<file path="src/rtl/pipe_hazard_ctrl_pkg.sv">
// Shared encodings and helpers for the s_core pipeline hazard controller.
// Forward-select codes, controller FSM states, BHT counter helpers.
package pipe_hazard_ctrl_pkg;

    localparam logic [1:0] FWD_NONE  = 2'b00;
    localparam logic [1:0] FWD_EXMEM = 2'b10;
    localparam logic [1:0] FWD_MEMWB = 2'b01;

    localparam logic [1:0] BHT_INIT  = 2'b01;

    typedef enum logic [1:0] {
        S_SETUP   = 2'd0,
        S_RUN     = 2'd1,
        S_LDSTALL = 2'd2,
        S_FLUSH   = 2'd3
    } state_t;

    typedef struct packed {
        logic pc_stall;
        logic if_id_stall;
        logic if_id_flush;
        logic id_ex_flush;
        logic redirect;
        logic redirect_sel;
    } hz_ctl_t;

    function automatic logic [1:0] fwd_sel(
        input logic       exm_wr,
        input logic [4:0] exm_rd,
        input logic       wb_wr,
        input logic [4:0] wb_rd,
        input logic [4:0] rs
    );
        logic exm_hit;
        logic wb_hit;
        exm_hit = exm_wr && (exm_rd != 5'd0) && (exm_rd == rs);
        wb_hit  = wb_wr && (wb_rd != 5'd0) && (wb_rd == rs);
        if (exm_hit)
            return FWD_EXMEM;
        else if (wb_hit)
            return FWD_MEMWB;
        else
            return FWD_NONE;
    endfunction

    function automatic logic [1:0] bht_next(
        input logic [1:0] c,
        input logic       taken
    );
        if (taken)
            return (c == 2'b11) ? c : c + 2'b01;
        else
            return (c == 2'b00) ? c : c - 2'b01;
    endfunction

endpackage

</file>
<file path="src/rtl/pipe_hazard_ctrl_bht.sv">
// Branch history table: array of 2-bit saturating counters.
// One read port (fetch PC) and one update port (resolved EX branch).
module branch_history_table
    import pipe_hazard_ctrl_pkg::*;
#(
    parameter int  ENTRIES = 64,
    localparam int IDX_W   = $clog2(ENTRIES)
) (
    input  logic             clk,
    input  logic             rst_n,
    input  logic [IDX_W-1:0] rd_idx,
    output logic             rd_taken,
    input  logic             upd_en,
    input  logic [IDX_W-1:0] upd_idx,
    input  logic             upd_taken
);

    logic [1:0] ctr [ENTRIES];

    // Counter array: weakly-not-taken on reset, saturating update on branch resolve
    always_ff @(posedge clk) begin
        if (!rst_n) begin
            for (int i = 0; i < ENTRIES; i++)
                ctr[i] <= BHT_INIT;
        end else if (upd_en) begin
            ctr[upd_idx] <= bht_next(ctr[upd_idx], upd_taken);
        end
    end

    // Read sees the pre-update value on a same-cycle collision
    assign rd_taken = ctr[rd_idx][1];

endmodule

</file>
<file path="src/rtl/pipe_hazard_ctrl.sv">
// Central hazard controller for the 5-stage s_core pipeline.
// Optional dynamic prediction: define BHT_PREDICT_EN (else static not-taken).
module pipe_hazard_ctrl
    import pipe_hazard_ctrl_pkg::*;
#(
    parameter int BHT_ENTRIES = 64,
    parameter int CNT_W       = 32
) (
    input  logic             clk,
    input  logic             rst_n,
    input  logic             setup,
    input  logic [31:0]      if_pc,
    input  logic [4:0]       if_id_rs1,
    input  logic [4:0]       if_id_rs2,
    input  logic             if_id_use1,
    input  logic             if_id_use2,
    input  logic [4:0]       id_ex_rs1,
    input  logic [4:0]       id_ex_rs2,
    input  logic [4:0]       id_ex_rd,
    input  logic             id_ex_mem_read,
    input  logic             ex_is_branch,
    input  logic             ex_is_jump,
    input  logic             ex_br_taken,
    input  logic             ex_pred_taken,
    input  logic [31:0]      ex_pc,
    input  logic [4:0]       ex_mem_rd,
    input  logic             ex_mem_wr,
    input  logic [4:0]       mem_wb_rd,
    input  logic             mem_wb_wr,
    output logic [1:0]       fwd_a,
    output logic [1:0]       fwd_b,
    output logic             pc_stall,
    output logic             if_id_stall,
    output logic             if_id_flush,
    output logic             id_ex_flush,
    output logic             redirect,
    output logic             redirect_sel,
    output logic             pred_taken,
    output logic [CNT_W-1:0] stall_cnt,
    output logic [CNT_W-1:0] flush_cnt
);

    state_t  state;
    state_t  state_nx;
    hz_ctl_t ctl;
    logic    stall_ev;
    logic    flush_ev;
    logic    mispredict;
    logic    load_use;
    logic    run_setup;
    logic    run_redir;
    logic    run_stall;
    logic    unused_ok;

    assign mispredict = ex_is_jump
                      | (ex_is_branch & (ex_br_taken != ex_pred_taken));

    assign load_use = id_ex_mem_read && (id_ex_rd != 5'd0)
                    && ((if_id_use1 && (id_ex_rd == if_id_rs1))
                     || (if_id_use2 && (id_ex_rd == if_id_rs2)));

    // One-hot view of the S_RUN priority chain: setup > mispredict > load-use
    assign run_setup = setup;
    assign run_redir = !setup && mispredict;
    assign run_stall = !setup && !mispredict && load_use;

    // State register
    always_ff @(posedge clk) begin
        if (!rst_n)
            state <= S_SETUP;
        else
            state <= state_nx;
    end

    // Next-state selection
    always_comb begin
        state_nx = state;
        unique case (state)
            S_SETUP:   state_nx = setup ? S_SETUP : S_RUN;
            S_RUN: begin
                unique case (1'b1)
                    run_setup: state_nx = S_SETUP;
                    run_redir: state_nx = S_FLUSH;
                    run_stall: state_nx = S_LDSTALL;
                    default:   state_nx = S_RUN;
                endcase
            end
            S_LDSTALL: state_nx = setup ? S_SETUP : S_RUN;
            S_FLUSH:   state_nx = setup ? S_SETUP : S_RUN;
            default:   state_nx = S_SETUP;
        endcase
    end

    // Pipeline controls and counter events from state and hazards
    always_comb begin
        ctl      = '0;
        stall_ev = 1'b0;
        flush_ev = 1'b0;
        if (!rst_n) begin
            ctl.pc_stall    = 1'b1;
            ctl.if_id_flush = 1'b1;
            ctl.id_ex_flush = 1'b1;
        end else begin
            unique case (state)
                S_SETUP: begin
                    ctl.pc_stall    = 1'b1;
                    ctl.if_id_flush = 1'b1;
                    ctl.id_ex_flush = 1'b1;
                end
                S_RUN: begin
                    unique case (1'b1)
                        run_redir: begin
                            ctl.redirect     = 1'b1;
                            ctl.redirect_sel = ex_is_jump | ex_br_taken;
                            ctl.if_id_flush  = 1'b1;
                            ctl.id_ex_flush  = 1'b1;
                            flush_ev         = 1'b1;
                        end
                        run_stall: begin
                            ctl.pc_stall    = 1'b1;
                            ctl.if_id_stall = 1'b1;
                            ctl.id_ex_flush = 1'b1;
                            stall_ev        = 1'b1;
                        end
                        default: ;
                    endcase
                end
                S_LDSTALL: ;
                S_FLUSH:   ctl.if_id_flush = 1'b1;
                default:   ;
            endcase
        end
    end

    assign pc_stall     = ctl.pc_stall;
    assign if_id_stall  = ctl.if_id_stall;
    assign if_id_flush  = ctl.if_id_flush;
    assign id_ex_flush  = ctl.id_ex_flush;
    assign redirect     = ctl.redirect;
    assign redirect_sel = ctl.redirect_sel;

    assign fwd_a = rst_n ? fwd_sel(ex_mem_wr, ex_mem_rd,
                                   mem_wb_wr, mem_wb_rd,
                                   id_ex_rs1) : FWD_NONE;
    assign fwd_b = rst_n ? fwd_sel(ex_mem_wr, ex_mem_rd,
                                   mem_wb_wr, mem_wb_rd,
                                   id_ex_rs2) : FWD_NONE;

    // Saturating stall / redirect event counters
    always_ff @(posedge clk) begin
        if (!rst_n) begin
            stall_cnt <= '0;
            flush_cnt <= '0;
        end else begin
            if (stall_ev && (stall_cnt != '1))
                stall_cnt <= stall_cnt + CNT_W'(1);
            if (flush_ev && (flush_cnt != '1))
                flush_cnt <= flush_cnt + CNT_W'(1);
        end
    end

`ifdef BHT_PREDICT_EN
    localparam int IDX_W = $clog2(BHT_ENTRIES);

    branch_history_table #(
        .ENTRIES (BHT_ENTRIES)
    ) u_bht (
        .clk       (clk),
        .rst_n     (rst_n),
        .rd_idx    (if_pc[IDX_W+1:2]),
        .rd_taken  (pred_taken),
        .upd_en    (ex_is_branch),
        .upd_idx   (ex_pc[IDX_W+1:2]),
        .upd_taken (ex_br_taken)
    );

    assign unused_ok = ^{if_pc, ex_pc};
`else
    assign pred_taken = 1'b0;
    assign unused_ok  = ^{if_pc, ex_pc, BHT_ENTRIES[0]};
`endif

endmodule

</file>
<file path="config.mk">
export PLATFORM = sky130hd
export DESIGN_NAME = pipe_hazard_ctrl
export DESIGN_NICKNAME = d
export VERILOG_FILES = /design/src/rtl/pipe_hazard_ctrl_pkg.sv /design/src/rtl/pipe_hazard_ctrl_bht.sv /design/src/rtl/pipe_hazard_ctrl.sv
export SDC_FILE = /design/constraint.sdc
export NUM_CORES = 1
export LEC_CHECK = 0
export CAP_MARGIN = 15
export CORE_ASPECT_RATIO = 0.7
export CORE_MARGIN = 2
export CORE_UTILIZATION = 30
export CTS_CLUSTER_SIZE = 16
export DETAILED_ROUTE_END_ITERATION = 10
export HOLD_SLACK_MARGIN = 0.15
export MAX_ROUTING_LAYER = met4
export PLACE_DENSITY_LB_ADDON = 0.12
export REMOVE_ABC_BUFFERS = 1
export SYNTH_ARGS = -nofsm -noshare
export SYNTH_HDL_FRONTEND = slang
export SYNTH_HIERARCHICAL = 1
export SYNTH_SLANG_ARGS = --single-unit
</file>
<file path="constraint.sdc">
create_clock -name clk -period 4.3 [get_ports clk]
set_input_delay 0.645 -clock clk [delete_from_list [all_inputs] [get_ports clk]]
set_output_delay 0.645 -clock clk [all_outputs]
set_load 0.005 [all_outputs]
</file>
==> impl_metrics.csv <==
group,metric,value,unit
routing,wire_per_inst,14.7,um
sta,slew_headroom,0.324,
clock_network,cts_hold_buf,0,
logic_synthesis,ys_top_cells_by_area,"dfxtp_1, xnor2_1, xor2_1",
pwr,peakVddDrop,0.000171,V
clock_network,clkTransAtPathRegs,50,ps
routing,drcViolationCount,0,
worst_setup_path,crit_family,"simple AND/OR/NAND/NOR gates",
worst_setup_path,cp.required,3650,ps
logic_synthesis,yosysSeqAreaShare,0.348,
routing,via_per_inst,5.14,
die,num_rows,34,
place,gp_congestion,0.839,
hold_path,hp-class,"register to register",
sta,maxClockFrequency,254,MHz
sta,setup_viol,0,
worst_setup_path,worst-path-buf-inv,2,
place,dpl.cell_count,739,
sta,fin_tns_setup,0,ps
cells_and_area,syn_to_final_growth,43.7,%
logic_synthesis,ys_types,51,
routing,ant_nets,0,
worst_setup_path,path_class,"input pin to output pin",
logic_synthesis,synthFlopType,"dfxtp_1",
die,dieHeight,98.1,um
worst_setup_path,start_kind,"input pin",
grt,grt_remaining_overflow,0,
grt,grt_use_total,0.169,
pwr,power_density,271,nW/um^2
place,dp_hpwl,8.42,mm
worst_setup_path,crit_fanout,6,
sta,worst_pin_slew,1000,ps
clock_network,clock-sinks,66,
routing,first_pass_iters,4,
run,drv_cap,0,
hold_path,hold_start,"stall_cnt[15]",
run_status,status,"finished, final reports clean",
grt,met2_usage,0.241,
routing,via_count,3872,
routing,drt-initial-drc-count,215,
die,core_area,12400,um^2
sta,whs,493,ps
logic_synthesis,syn_area,3790,um^2
logic_synthesis,synth_seq_cells,66,
grt,grt_max_degree,38,
logic_synthesis,synth.most_common_cell,"dfxtp_1",
routing,wl,11.1,mm
pwr,leakagePower,1.72,nW
clock_network,htreeDepth,3,
worst_setup_path,critPathSlowestCell,"or4_1",
logic_synthesis,synthTopCellsByCount,"dfxtp_1, nor2_1, xnor2_1",
sta,min_period,3940,ps
grt,grtUsageMet1,0.230,
cells_and_area,fin_nets,705,
grt,grt_pass1_vias,3608,
die,die_w,138,um
worst_setup_path,critical_path.endpoint_type,"output pin",
grt,grt_pass1_wl,18.2,mm
pwr,total_power,1.48,mW
logic_synthesis,yosys_warnings,6,
worst_setup_path,critPathLaunch,"id_ex_rd[1]",
worst_setup_path,crit_arrival,3290,ps
grt,grt_use_met3,0.0397,
worst_setup_path,cpMostUsedCell,"clkdlybuf4s50_1",
clock_network,cts_resized,0,
sta,rsz0062_at_grt,"false",
logic_synthesis,synth_edf_count,0,
clock_network,cts_setup_buffers,0,
logic_synthesis,synth_top_cell_area_share,0.348,
sta,fin_skew,5.47,ps
die,initial_core_util,0.306,
die,fp.dieArea,13600,um^2
logic_synthesis,syn_area_per_cell,8.03,um^2
worst_setup_path,r2r_start,"flush_cnt[9]",
clock_network,numCtsBuffers,9,
clock_network,insertion_delay,330,ps
clock_network,cts_tree,"built",
place,io_buffers,120,
sta,slew_viol_final,0,
clock_network,clockRootBuffer,"clkbuf_16",
worst_setup_path,cp_slowest_stage_delay,550,ps
die,ios,186,
sta,final_hold_viol_count,0,
cells_and_area,layout-drive-gt1-share,0.0473,
grt,antenna_found_initial,0,
clock_network,clock_path_buffers,2,
worst_setup_path,worstPathCellList,"clkdlybuf4s50_1 -> or4_1 -> nor2_1 -> and4bb_2 -> and2_0 -> or3_1 -> clkdlybuf4s50_1",
sta,period_share,0.916,
logic_synthesis,async_flop_share,0,
logic_synthesis,synth_cells,472,
cells_and_area,antenna_cells,0,
grt,grt_busiest_layer,"met2",
logic_synthesis,synth_area_leader_cell,"dfxtp_1",
cells_and_area,fin_cells,754,
==> power breakdown <==
part | switching [mW] | internal, mW
logic | 0.0510 | 0.0661
clock network | 0.268 | 0.477
registers | 0.00104 | 0.613
==> worst register-to-register path: stages (launching register included) <==
cell and delay (ps):
dfxtp_1 430, nand4_1 290, nor4_1 790, nor4b_1 890
nor4_1 140, xnor2_1 190, nor2_1 50
==> cells by family (layout without fill, tap and decap cells) <==
family / after synthesis / in the layout / synth area share
other cells: 1 / 1 / 0.000989
compound gates: 76 / 76 / 0.118
simple gates: 234 / 234 / 0.340
buf+inv: 29 / 149 / 0.0320
xor+xnor: 54 / 54 / 0.125
fa+ha+maj: 6 / 6 / 0.0198
mux: 6 / 6 / 0.0158
flops: 66 / 66 / 0.348
==> cells in the final DEF, fill, tap and decap left out, drive strengths merged, types with 13 or more instances in the layout <==
master and n:
nor4 13, nor2 41, dfxtp 66, clkdlybuf4s50 120, nand4 27, o21ai 24, nand3 30, xnor2 35
or3 24, xor2 19, a21oi 31, nor3 19, nand2 35
==> final cells by class <==
class | instances | area (um^2)
Timing Repair Buffer | 125 | 1240
Inverter | 9 | 33.8
Clock inverter | 4 | 51.3
Sequential cell | 66 | 1320
Clock buffer | 11 | 253
Fill cell | 1195 | 6930
Multi-Input combinational cell | 377 | 2350
Tap cell | 162 | 203
==> per-layer routing <==
layer	wire length, um	share of wire
met1	5620	0.51
met2	4780	0.43
met3	576	0.052
met4	134	0.012
met5	0	0
==> state kept, by name, summed over array words and instances, names as in the netlist <==
signal,count
flush_cnt,32
stall_cnt,32
state,2
==> stage by stage <==
step / util / worst slack, ps / instance area (um^2)
4_1_cts: 0.440 / 359 / 5450
3_5_place_dp: 0.416 / 367 / 5150
2_1_floorplan: - / 1540 / 3700
5_1_grt: 0.440 / 277 / 5450
3_3_place_gp: 0.416 / 353 / 5150
6_report: 0.440 / 363 / 5450
==> worst paths after layout <==
path / end / slack (ps) / depth (start not counted)
worst max-delay path: pc_stall / 360 / 7
worst min-delay path: stall_cnt[15] / 490 / 2
worst max register to register: flush_cnt[14] / 1400 / 6
worst min register to register: stall_cnt[15] / 490 / 2
(Power assumes the default switching activity.)
